**config.mk**
```make
export PLATFORM = sky130hd
export DESIGN_NAME = mux_arbiter
export DESIGN_NICKNAME = d
export VERILOG_FILES = /design/src/rtl/mux_arb_pkg.sv /design/src/rtl/mux2.sv /design/src/rtl/mux_arbiter.sv
export SDC_FILE = /design/constraint.sdc
export NUM_CORES = 1
export LEC_CHECK = 0
export ABC_AREA = 1
export CORE_AREA = 2 2 39 41
export DETAILED_ROUTE_END_ITERATION = 7
export DIE_AREA = 0 0 41 43
export GPL_ROUTABILITY_DRIVEN = 0
export SYNTH_ARGS = -nofsm -noshare
export SYNTH_HDL_FRONTEND = slang
export SYNTH_HIERARCHICAL = 1
export SYNTH_SLANG_ARGS = --single-unit
export TNS_END_PERCENT = 1
```
**constraint.sdc**
```tcl
create_clock -name clk -period 1.8 [get_ports clk]
set_clock_uncertainty 0.2 [all_clocks]
set_input_delay 0.36 -clock clk [delete_from_list [all_inputs] [get_ports clk]]
set_output_delay 0.36 -clock clk [all_outputs]
set_load 0.005 [all_outputs]
```
**src/rtl/mux_arb_pkg.sv**
```systemverilog
// Shared encodings for the two-requester round-robin mux arbiter.
//   ST_IDLE / ST_GNT0 / ST_GNT1 : arbiter FSM state encoding
//   SEL_0 / SEL_1               : mux select values (0 = data_in_0, 1 = data_in_1)
package mux_arb_pkg;

  localparam int unsigned STATE_W = 2;

  localparam logic [STATE_W-1:0] ST_IDLE = 2'd0;
  localparam logic [STATE_W-1:0] ST_GNT0 = 2'd1;
  localparam logic [STATE_W-1:0] ST_GNT1 = 2'd2;

  localparam logic SEL_0 = 1'b0;
  localparam logic SEL_1 = 1'b1;

endpackage : mux_arb_pkg

```
**src/rtl/mux2.sv**
```systemverilog
// One-bit 2:1 multiplexer.
//   d0  : input selected when s = 0
//   d1  : input selected when s = 1
//   s   : select
//   y_c : combinational output
module mux2 (
  input  logic d0,
  input  logic d1,
  input  logic s,
  output logic y_c
);

  assign y_c = s ? d1 : d0;

endmodule : mux2

```
**src/rtl/mux_arbiter.sv**
```systemverilog
// Round-robin arbiter sharing a bank of mux2 cells between two requesters.
// Grants one requester at a time, drives the registered mux select, and
// registers the selected data together with a valid flag.
// Optional feature macro: MUX_ARB_TIMEOUT_EN -- forces a grant switch after
// MAX_HOLD consecutive cycles while the other requester is waiting.
// Ports:
//   clk, rst              : clock (rising edge), synchronous active-high reset
//   req_0, req_1          : level requests, held while the datapath is in use
//   data_in_0, data_in_1  : requester data, DATA_W bits each
//   gnt_0, gnt_1          : registered one-hot-or-zero grants
//   sel                   : registered mux select (0 = data_in_0, 1 = data_in_1)
//   data_out              : registered mux output, holds while ungranted
//   data_valid            : data_out carries data from a granted cycle
module mux_arbiter
  import mux_arb_pkg::*;
#(
  parameter int unsigned DATA_W   = 1,
  parameter int unsigned MAX_HOLD = 16
) (
  input  logic              clk,
  input  logic              rst,
  input  logic              req_0,
  input  logic              req_1,
  input  logic [DATA_W-1:0] data_in_0,
  input  logic [DATA_W-1:0] data_in_1,
  output logic              gnt_0,
  output logic              gnt_1,
  output logic              sel,
  output logic [DATA_W-1:0] data_out,
  output logic              data_valid
);

  // Elaboration guard on the hold limit.
  if (MAX_HOLD < 1) begin : g_bad_max_hold
    $error("mux_arbiter: MAX_HOLD must be >= 1");
  end

  logic [STATE_W-1:0] state;
  logic [STATE_W-1:0] state_nxt;
  logic               last;
  logic               last_nxt;
  logic               gnt_0_nxt;
  logic               gnt_1_nxt;
  logic               sel_nxt;
  logic [DATA_W-1:0]  data_out_nxt;
  logic               data_valid_nxt;
  logic [DATA_W-1:0]  mux_out_c;
  logic               hold_expired_c;

`ifdef MUX_ARB_TIMEOUT_EN
  localparam int unsigned CNT_W = (MAX_HOLD > 1) ? $clog2(MAX_HOLD) : 1;

  logic [CNT_W-1:0] hold_cnt;
  logic [CNT_W-1:0] hold_cnt_nxt;

  // Holder has used its full slot; only matters when the other side waits.
  assign hold_expired_c = (hold_cnt == CNT_W'(MAX_HOLD - 1));
`else
  assign hold_expired_c = 1'b0;
`endif

  // Datapath: one mux2 per bit, steered by the registered select.
  for (genvar i = 0; i < DATA_W; i++) begin : g_mux
    mux2 u_mux2 (
      .d0  (data_in_0[i]),
      .d1  (data_in_1[i]),
      .s   (sel),
      .y_c (mux_out_c[i])
    );
  end

  // Next-state, round-robin pointer and output decode.
  always_comb begin
    state_nxt      = state;
    last_nxt       = last;
    gnt_0_nxt      = 1'b0;
    gnt_1_nxt      = 1'b0;
    sel_nxt        = sel;
    data_out_nxt   = data_out;
    data_valid_nxt = 1'b0;

    case (state)
      ST_IDLE: begin
        if (req_0 && req_1) begin
          // Tie goes to whoever was not granted last.
          state_nxt = last ? ST_GNT0 : ST_GNT1;
        end else if (req_0) begin
          state_nxt = ST_GNT0;
        end else if (req_1) begin
          state_nxt = ST_GNT1;
        end
      end
      ST_GNT0: begin
        if (!req_0 || (req_1 && hold_expired_c)) begin
          state_nxt = req_1 ? ST_GNT1 : ST_IDLE;
        end
      end
      ST_GNT1: begin
        if (!req_1 || (req_0 && hold_expired_c)) begin
          state_nxt = req_0 ? ST_GNT0 : ST_IDLE;
        end
      end
      default: state_nxt = ST_IDLE;
    endcase

    // Grant/select follow the next state so they are valid right after the edge;
    // select is left untouched in IDLE.
    if (state_nxt == ST_GNT0) begin
      gnt_0_nxt = 1'b1;
      sel_nxt   = SEL_0;
      last_nxt  = 1'b0;
    end else if (state_nxt == ST_GNT1) begin
      gnt_1_nxt = 1'b1;
      sel_nxt   = SEL_1;
      last_nxt  = 1'b1;
    end

    // Data captures through the current select only while a grant is active.
    if (gnt_0 || gnt_1) begin
      data_out_nxt   = mux_out_c;
      data_valid_nxt = 1'b1;
    end
  end

`ifdef MUX_ARB_TIMEOUT_EN
  // Hold counter: clears on any state change, saturates while a grant is kept.
  always_comb begin
    hold_cnt_nxt = hold_cnt;
    if (state_nxt != state) begin
      hold_cnt_nxt = '0;
    end else if ((state != ST_IDLE) && !hold_expired_c) begin
      hold_cnt_nxt = hold_cnt + CNT_W'(1);
    end
  end

  always_ff @(posedge clk) begin
    if (rst) begin
      hold_cnt <= '0;
    end else begin
      hold_cnt <= hold_cnt_nxt;
    end
  end
`endif

  // State and output registers.
  always_ff @(posedge clk) begin
    if (rst) begin
      state      <= ST_IDLE;
      last       <= 1'b1;
      gnt_0      <= 1'b0;
      gnt_1      <= 1'b0;
      sel        <= SEL_0;
      data_out   <= '0;
      data_valid <= 1'b0;
    end else begin
      state      <= state_nxt;
      last       <= last_nxt;
      gnt_0      <= gnt_0_nxt;
      gnt_1      <= gnt_1_nxt;
      sel        <= sel_nxt;
      data_out   <= data_out_nxt;
      data_valid <= data_valid_nxt;
    end
  end

endmodule : mux_arbiter
```
==> results.py <==
metrics = {
    "run_status": {
        "status": "finished clean",
    },
    "timing": {
        "worst_hold_slack_ns": 0.285,
        "final_period_minus_worst_setup_slack_ns": 1.69,
        "setup_viol": 0,
        "fmax_mhz": 593,
        "tns_ns": 0,
        "rsz0062_at_grt": "false",
        "min_period_over_period": 0.937,
        "worst_slew_pin_slew_ns": 0.216,
        "maxSlewViolCount": 0,
        "hold_viol_final": 0,
        "slew_headroom": 0.855,
    },
    "global_route": {
        "grt_max_degree": 7,
        "grt_pass1_vias": 301,
        "grt_remaining_overflow": 0,
        "grt_pass1_wl_um": 1120,
        "track_usage": 0.101,
        "antenna_found_initial": 0,
    },
    "clocking": {
        "clock_latency_ns": 0.24,
        "ctsHoldBuffers": 0,
        "cts_tree": "built",
        "clk_pin_slew_ns": 0.05,
        "clk_path_buf_depth": 2,
        "h-tree-depth": 1,
        "cts_sinks": 8,
        "cts_root_buf": "clkbuf_4",
        "cts_made_buffers": 3,
    },
    "drt": {
        "drt-initial-drc-count": 0,
        "via_count": 315,
        "first_pass_iters": 1,
        "wl_per_cell_um": 8.19,
        "wirelength_um": 639,
        "vias_per_cell": 4.04,
        "ant_nets": 0,
        "drc_errors": 0,
    },
    "place": {
        "dp_cells": 75,
        "placed_area_um2": 508,
        "dp_hpwl_um": 543,
        "port_buffers": 10,
    },
    "synth": {
        "synth_fp_nets": 55,
        "synthCells": 45,
        "ys_types": 12,
        "ys_warn_count": 6,
        "syn-cell-area_um2": 358,
        "synth_seq_cells": 8,
        "synth.avg_cell_area_um2": 7.95,
        "yosysSeqAreaShare": 0.448,
    },
    "die": {
        "rows": 14,
        "die_x_um": 41,
        "core-area_um2": 1380,
        "die_h_um": 43,
        "start_util": 0.259,
        "io_pins": 11,
        "die_area_um2": 1760,
    },
    "cells_and_area": {
        "nNetsFinal": 74,
        "drive_gt1_frac": 0.177,
        "n_fill_cell": 146,
        "n_antenna_cell": 0,
        "final_cell_mix": "nor2_1 (9), dfxtp_1 (8), clkdlybuf4s50_1 (8), nand2_1 (7), inv_1 (6)",
        "fin_area_um2": 536,
        "instances_no_fill": 78,
        "layout_commonest_cell": "nor2_1",
        "areaGrowthSynthToFinish_pct": 49.7,
    },
    "worst_setup_path": {
        "cp-start-kind": "flip-flop",
        "critPathRequiredTime_ns": 1.24,
        "crit_chain": "clkdlybuf4s50_1",
        "end_kind": "output pin",
        "worstPathArrival_ns": 1.13,
        "critPathBufInv": 1,
        "slowest_delay_ns": 0.52,
        "path_max_fanout": 4,
        "cpMaxStageDelayCell": "clkdlybuf4s50_1",
        "crit_type": "reg -> out",
        "crit_family": "buffers and inverters",
    },
    "power": {
        "power_frac_clock": 0.289,
        "power.internal_w": 0.000341,
        "netSwitchingFraction": 0.266,
        "seqPwrFrac": 0.455,
        "leakagePower_nw": 0.267,
        "p_sw_w": 0.000124,
        "p_per_area_nw_per_um2": 868,
        "p_total_w": 0.000465,
        "ir_drop_uv": 195,
        "pwr-share-comb": 0.256,
    },
    "flow_run": {
        "maxCapViolCount": 0,
    },
    "min_path": {
        "hp-class": "in -> reg",
    },
}
## cells by family (layout without fill, tap and decap cells)
group           count (synthesis)  count (layout)  synth area share
fa+ha+maj                       4               4             0.140
compound gates                  6               6            0.0839
flops                           8               8             0.448
simple gates                   20              20             0.255
buf+inv                         7              24            0.0734
## worst register-to-register path, stage by stage, from the launching register on
cell and delay (ns):
dfxtp_1 0.33, nor2_2 0.14, nor2_1 0.05, nand2_1 0.07, nand2_1 0.08, ha_1 0.28
a21oi_1 0.13, o21ai_0 0.09
## stage by stage
step / setup WS (ns) / utilization
2_1_floorplan: 0.367 / -
3_3_place_gp: -0.162 / 0.367
3_5_place_dp: -0.179 / 0.367
4_1_cts: 0.0791 / 0.383
5_1_grt: 0.0634 / 0.387
6_report: 0.113 / 0.387
## flip-flops by register name (all words and copies together), names as in the netlist
signal	count
last	1
gnt_1	1
data_out	1
data_valid	1
gnt_0	1
sel	1
state	2
## metal layers
metal,wire length (um),vias to the layer above,track usage
met3,23,2,0.0314
met1,298,131,0.110
met4,12,0,0.100
met2,304,6,0.141
li1,-,176,-
met5,0,-,0
## path summary, 6_finish.rpt
path | cells after the start | slack (ns) | start | end
max | 1 | 0.11 | sel | sel
min | 3 | 0.28 | req_1 | state[1]
max reg2reg | 7 | 0.31 | state[1] | last
min reg2reg | 2 | 0.29 | last | last
## Yosys cell counts
cell / count / area share
nand2_1: 7 / 0.073
dfxtp_1: 8 / 0.45
nor3_1: 1 / 0.014
inv_2: 1 / 0.010
nand3_2: 2 / 0.056
nor2_2: 1 / 0.017
nor2_1: 9 / 0.094
o21ai_0: 3 / 0.042
a21oi_1: 2 / 0.028
o21ai_1: 1 / 0.014
ha_1: 4 / 0.14
inv_1: 6 / 0.063
## layout make-up
type,instances,area [um2],share of cell area
Sequential cell,8,160,0.299
Multi-Input combinational cell,30,171,0.320
Tap cell,16,20.0,0.0374
Timing Repair Buffer,14,135,0.252
Clock buffer,3,22.5,0.0421
Inverter,7,26.3,0.0491
## timing repair
item,4_1_cts,5_1_grt
setup buffers,0,0
resized for setup,0,3
setup endpoints to repair,0,3
## power groups by stage
| stage | Sequential, W | Combinational, W | Clock (W) |
|---|---|---|---|
| final | 0.000211 | 0.000119 | 0.000134 |
| after detailed placement | 0.000215 | 0.000121 | 0 |
| after global routing | 0.000214 | 0.000139 | 0.000146 |
| after global placement | 0.000214 | 0.000119 | 0 |
| after CTS | 0.000212 | 0.000122 | 0.000138 |
| after floorplan | 0.000214 | 0.0000575 | 0 |
(Power assumes the default switching activity.)
